`src/rtl/enter_input_port_if.sv`:
```
// Datapath-side handshake for the IN instruction.
// The controller is the master. The input port answers on the slave side.
interface enter_input_port_if #(
  parameter int DATA_W = 8
);
  logic              InReq;
  logic              InAck;
  logic [DATA_W-1:0] InData;
  logic              InValid;
  logic              Waiting;

  modport master (output InReq, InAck, input InData, InValid, Waiting);
  modport slave  (input InReq, InAck, output InData, InValid, Waiting);
endinterface

```
`src/rtl/enter_input_port.sv`:
```
// Enter-switch input port.
// The raw Enter switch is synchronised and then debounced.
// A fresh debounced press while the controller is waiting latches the data switches.
// The latched word is held valid until the controller acknowledges it.
// The switch must be released before another word can be captured.
module enter_input_port #(
  parameter int DATA_W          = 8,
  parameter int DEBOUNCE_CYCLES = 16
) (
  input  logic              Clock,
  input  logic              Reset,
  input  logic              Enter_raw,
  input  logic [DATA_W-1:0] Data_sw,
  enter_input_port_if.slave bus
);
  localparam int CNT_W = (DEBOUNCE_CYCLES > 1) ? $clog2(DEBOUNCE_CYCLES) : 1;
  localparam logic [CNT_W-1:0] CNT_LAST = CNT_W'(DEBOUNCE_CYCLES - 1);

  typedef enum logic [1:0] {IDLE, ARMED, HOLD, RELEASE} state_t;

  logic [1:0]        sync_ff;
  logic              sync;
  logic              deb, deb_q;
  logic [CNT_W-1:0]  cnt;
  logic              rise;
  state_t            state, state_nxt;
  logic              capture;
  logic [DATA_W-1:0] in_data_q;

  assign sync = sync_ff[1];
  assign rise = deb & ~deb_q;

  // Two-flop synchroniser for the asynchronous Enter switch
  always_ff @(posedge Clock or posedge Reset) begin
    if (Reset) sync_ff <= '0;
    else       sync_ff <= {sync_ff[0], Enter_raw};
  end

  // Debounce: change the level only after DEBOUNCE_CYCLES consecutive disagreeing samples
  always_ff @(posedge Clock or posedge Reset) begin
    if (Reset) begin
      deb   <= 1'b0;
      deb_q <= 1'b0;
      cnt   <= '0;
    end else begin
      deb_q <= deb;
      if (sync == deb) begin
        cnt <= '0;
      end else if (cnt == CNT_LAST) begin
        deb <= sync;
        cnt <= '0;
      end else begin
        cnt <= cnt + CNT_W'(1);
      end
    end
  end

  // State register
  always_ff @(posedge Clock or posedge Reset) begin
    if (Reset) state <= IDLE;
    else       state <= state_nxt;
  end

  // Next state. A drop of InReq in ARMED wins over a same-cycle press.
  // HOLD ignores InReq, so an un-acked word is never lost.
  always_comb begin
    state_nxt = state;
    capture   = 1'b0;
    unique case (state)
      IDLE:    if (bus.InReq) state_nxt = ARMED;
      ARMED: begin
        if (!bus.InReq) begin
          state_nxt = IDLE;
        end else if (rise) begin
          state_nxt = HOLD;
          capture   = 1'b1;
        end
      end
      HOLD:    if (bus.InAck) state_nxt = RELEASE;
      RELEASE: if (!deb) state_nxt = IDLE;
      default: state_nxt = IDLE;
    endcase
  end

  // Word register. It keeps its value after the ack until the next capture.
  always_ff @(posedge Clock or posedge Reset) begin
    if (Reset)        in_data_q <= '0;
    else if (capture) in_data_q <= Data_sw;
  end

  assign bus.InData  = in_data_q;
  assign bus.InValid = (state == HOLD);
  assign bus.Waiting = (state == ARMED);
endmodule

```
`src/flat_wrapper.sv`:
```
// flat-port wrapper written by rule: the top's interface ports become plain ports
module enter_input_port_flat 
#(
  parameter int DATA_W          = 8,
  parameter int DEBOUNCE_CYCLES = 16
)
  (Clock, Reset, Enter_raw, Data_sw, bus_InReq, bus_InAck, bus_InData, bus_InValid, bus_Waiting);
  enter_input_port_if #(.DATA_W(DATA_W)) bus_i ();
  input  logic Clock;
  input  logic Reset;
  input  logic Enter_raw;
  input  logic [DATA_W-1:0] Data_sw;
  input wire logic [$bits(bus_i.InReq)-1:0] bus_InReq;
  input wire logic [$bits(bus_i.InAck)-1:0] bus_InAck;
  output wire logic [$bits(bus_i.InData)-1:0] bus_InData;
  output wire logic [$bits(bus_i.InValid)-1:0] bus_InValid;
  output wire logic [$bits(bus_i.Waiting)-1:0] bus_Waiting;
  assign bus_i.InReq = bus_InReq;
  assign bus_i.InAck = bus_InAck;
  assign bus_InData = bus_i.InData;
  assign bus_InValid = bus_i.InValid;
  assign bus_Waiting = bus_i.Waiting;
  enter_input_port #(.DATA_W(DATA_W), .DEBOUNCE_CYCLES(DEBOUNCE_CYCLES)) u_core (.Clock(Clock), .Reset(Reset), .Enter_raw(Enter_raw), .Data_sw(Data_sw), .bus(bus_i));
endmodule
```
`config.mk`:
```
export PLATFORM = sky130hd
export DESIGN_NAME = enter_input_port_flat
export DESIGN_NICKNAME = d
export VERILOG_FILES = /design/src/rtl/enter_input_port_if.sv /design/src/rtl/enter_input_port.sv /design/src/flat_wrapper.sv
export SDC_FILE = /design/constraint.sdc
export NUM_CORES = 1
export LEC_CHECK = 0
export CAP_MARGIN = 30
export CORE_MARGIN = 2
export CORE_UTILIZATION = 43
export DETAILED_ROUTE_END_ITERATION = 6
export HOLD_SLACK_MARGIN = 0.05
export PLACE_DENSITY = 0.79
export RECOVER_POWER = 50
export SLEW_MARGIN = 30
export SYNTH_ARGS = -nofsm -noshare
export SYNTH_HDL_FRONTEND = slang
export SYNTH_SLANG_ARGS = --single-unit
```
`constraint.sdc`:
```
create_clock -name Clock -period 1.9 [get_ports Clock]
set_input_delay 0.57 -clock Clock [delete_from_list [all_inputs] [get_ports Clock]]
set_output_delay 0.57 -clock Clock [all_outputs]
set_load 0.01 [all_outputs]
```
=== After elaboration in Yosys (flattened, before gate mapping) ===
Index checks and enable logic that the tools add are counted.
W data, S select, Z words.

* Register bits: 18
* Latch bits: 0
* RAM bits: 0
* ROM bits: 0
* Input bits: 13
* Output and inout bits: 10
* Logic and storage cells: 33
* Memories: 0

* $add $sub $neg: 1
* $mul: 0
* Divide/modulo/power cells: 0
* Order comparisons: 0
* Equality and inequality tests: 9
* Shift-type cells: 0
* Multiplexer cells: 11
* Bitwise gates (word level): 3
* Reduce and logical (&&, ||, !) cells: 3

{| class="wikitable"
|+ Operators by type and width
! kind !! number
|-
| $mux W2 || 5
|-
| $mux W4 || 2
|-
| $pmux W2 S4 || 1
|-
| $ne A2 B2 Y1 const B || 3
|-
| $add A4 B1 Y4 const B || 1
|-
| $eq A2 B2 Y1 const B || 2
|-
| $eq A4 B4 Y1 const B || 1
|-
| $reduce_and A4 Y1 || 1
|-
| $mux W1 || 3
|-
| $ne A3 B2 Y1 const B || 1
|-
| $eq A2 B1 Y1 const B || 1
|-
| $logic_not A2 Y1 || 1
|-
| $not A1 Y1 || 2
|-
| $reduce_and A2 Y1 || 1
|-
| $and A1 B1 Y1 || 1
|-
| $eq A1 B1 Y1 || 1
|}

=== Depth between registers and ports, before layout ===
* Depth after elaboration: 5
* Gate-level depth with buffers: 3
* Mapped depth without buffers: 3

=== Worst setup path before layout ===
No wires, ideal clock.

* Kind: flip-flop to flip-flop
* Start point: register with a tool-made name
* End point: register u_core.in_data_q[3] (netlist: u_core.bus.InData[3])
* Library setup time: 0.125 ns
* Data arrival time: 1.109 ns
* Setup slack: 0.666 ns
* Stages on the path, launching flop included: 4
* Cells stage by stage: dfrtp_1 -> nor2b_4 -> nand4b_4 -> mux2_4

{| class="wikitable"
|+ RTL lines
! element !! RTL line !! source
|-
| end signal: assignment || enter_input_port.sv:88 || <nowiki>else if (capture) in_data_q <= Data_sw;</nowiki>
|-
| end: declaration || enter_input_port.sv:28 || <nowiki>logic [DATA_W-1:0] in_data_q;</nowiki>
|}

==> results_dict.tcl <==
set metrics [dict create \
    pwr-share-seq_pct 57.9 \
    crit_arrival_ns 1.22 \
    syn-cell-area_um2 733.2 \
    crit_type "reg -> out" \
    die_w_um 45.30 \
    seq_area_um2 451.7 \
    netlist_instances 49 \
    fin_skew_ns 0.0009936 \
    drive_above_1_share_pct 25.64 \
    firstDrtPassIters 2 \
    clock-sinks 18 \
    mostFrequentLayoutCells "18 x clkdlybuf4s50_1, 17 x dfrtp_1, 7 x mux2_2" \
    hold_class "reg -> reg" \
    n_antenna_cell 0 \
    swShare_pct 21.18 \
    synth_top_cell_area_share_pct 61.43 \
    rsz0062_at_grt "no" \
    fmax_mhz 559.7 \
    grt_pass1_vias 488 \
    place_congestion 0.6797 \
    ir_worst_vdd_v 0.0004958 \
    placed_area_um2 980.9 \
    min_path_cells 0 \
    synth_area_leader_cell "dfrtp_1" \
    power.clock.fraction_pct 33.9 \
    grt_max_degree 19 \
    p_leak_nw 0.5286 \
    cts_root_buf "clkbuf_4" \
    clk_pin_slew_ns 0.10 \
    antenna_found_initial 0 \
    max-slew-margin-rel_pct 36.63 \
    multi_input_area_um2 271.5 \
    synthTopCellsByArea "dfrtp_1 61%, mux2_2 11%, mux2_4 6.1%" \
    power_density_nw_per_um2 671.7 \
    startpoint_type "flop" \
    p_int_mw 0.5438 \
    dr_total_vias 473 \
    final_common_cell "clkdlybuf4s50_1" \
    port_buffers 22 \
    syn_area_per_cell_um2 14.96 \
    drtAntennaViolNets 0 \
    hold_viol 0 \
    cts_buffers 3 \
    cts_tree "built" \
    die_area_um2 2052 \
    ys_types 18 \
    syn_to_final_growth_pct 40.10 \
    cts_hold_buf 0 \
    syn-num-nets 63 \
    fin_crit_sh_pct 94.04 \
    fin_tns_setup_ns 0 \
    vias_per_cell 5.032 \
    initial_utilization_pct 47.03 \
    p_comb_share_pct 8.2 \
    crit_fanout 3 \
    fp.coreArea_um2 1559 \
    drv_slew 0 \
    r2r_cells 3 \
    grt_pass1_wl_mm 1.994 \
    power.switching_mw 0.1461 \
    maxCapViolCount 0 \
    routedWlPerCell_um 13.47 \
    fin_area_um2 1027 \
    grt_use_total_pct 14.02 \
    cts_max_level 1 \
    nFillCells 131 \
    setup_viol 0 \
    drt_iter0_drc 4 \
    endpoint_kind "output port" \
    ys_warn_count 0 \
    fin_crit_ns 1.787 \
    fin_nets 93 \
    rows 14 \
    fp.dieH_um 45.30 \
    ys_seq_area_share_pct 61.43 \
    final_core_util_pct 65.89 \
    grt_remaining_overflow 0 \
    wirelength_mm 1.266 \
    critPathRequiredTime_ns 1.33 \
    outcome "finished, final reports clean" \
    worst_pin_slew_ns 0.9505 \
    clock_path_buffers 2 \
    drc 0 \
    ys_ff_latch 18 \
    io-pin-count 23 \
    clk_latency_ns 0.29 \
]
-- power groups by stage --
| stage | combinational (mW) | clock, mW | sequential [mW] |
|---|---|---|---|
| 2_1_floorplan | 0.0232 | 0 | 0.406 |
| 3_3_place_gp | 0.0568 | 0 | 0.407 |
| 3_5_place_dp | 0.0583 | 0 | 0.407 |
| 4_1_cts | 0.0596 | 0.245 | 0.400 |
| 5_1_grt | 0.0628 | 0.257 | 0.401 |
| 6_report | 0.0565 | 0.234 | 0.399 |
-- kinds of logic (layout without fill, tap and decap cells) --
family	count (synthesis)	in the layout	synth area share [%]
compound gates	6	6	6.144
xor+xnor	2	2	2.390
fa+ha+maj	1	1	1.706
buf+inv	3	32	1.536
flops	18	18	61.43
mux	10	10	16.89
simple gates	9	9	9.896
-- Yosys cell counts --
master / count
o21ai_0: 1
a21o_1: 1
nor2b_1: 1
nor2_1: 3
inv_1: 3
a221oi_1: 1
nor2b_4: 1
xnor2_1: 2
and2b_2: 1
a31oi_1: 1
dfrtp_1: 18
ha_1: 1
nand4b_4: 1
nand3_1: 1
mux2_4: 3
mux2_2: 7
a311oi_1: 2
nand2_1: 1
-- worst max-delay path: stages, from the launching register on --
cell and delay [ns]:
dfrtp_2 0.45, and2b_2 0.20, dlygate4sd2_1 0.28
-- flip-flops by register name, summed over array words and instances (netlist names), named ones only --
signal             flops
u_core.deb_q           1
u_core.bus.InData      8
u_core.cnt             4
u_core.state           1
u_core.deb             1
u_core.sync_ff         2
-- routing by layer --
layer	up-vias	GRT usage [%]	wire [um]
li1	232	-	-
met1	224	16.84	535
met2	13	23.14	660
met3	4	2.400	38
met4	0	8.824	31
met5	-	0	0
-- worst paths after layout --
kind	slack, ns	startpoint	to
max in group asynchronous	0.28	Reset	async pin
min reg2reg	0.37	u_core.sync_ff[0]	u_core.sync_ff[1]
min	0.37	u_core.sync_ff[0]	u_core.sync_ff[1]
max	0.11	flop	bus_InValid
max reg2reg	0.65	flop	u_core.bus.InData[3]
min in group asynchronous	0.98	Reset	u_core.bus.InData[6]
-- what timing repair did --
item                       CTS  global route
gates resized for setup      3             0
buffers inserted             2             0
setup endpoints to repair    2             0
-- stage by stage --
step                power (mW)  cells  setup WS [ns]  hold slack, ns
global placement        0.4635     88         0.1235          0.3336
global route            0.7214     94        0.03880          0.3838
CTS                     0.7040     94        0.09180          0.3844
detailed placement      0.4658     88        0.09732          0.3530
floorplan               0.4289     49         0.6663          0.3312
finish                  0.6900     94         0.1133          0.3745
-- layout make-up --
type                    instances  share of cell area [%]
flip-flops and latches         18                   43.97
multi-input cells              28                   26.43
well taps                      16                   1.949
clock buffers                   4                   3.532
inverters                       3                   1.096
repair buffers                 25                   23.02
Note: power is estimated with default switching activity, not from simulation.
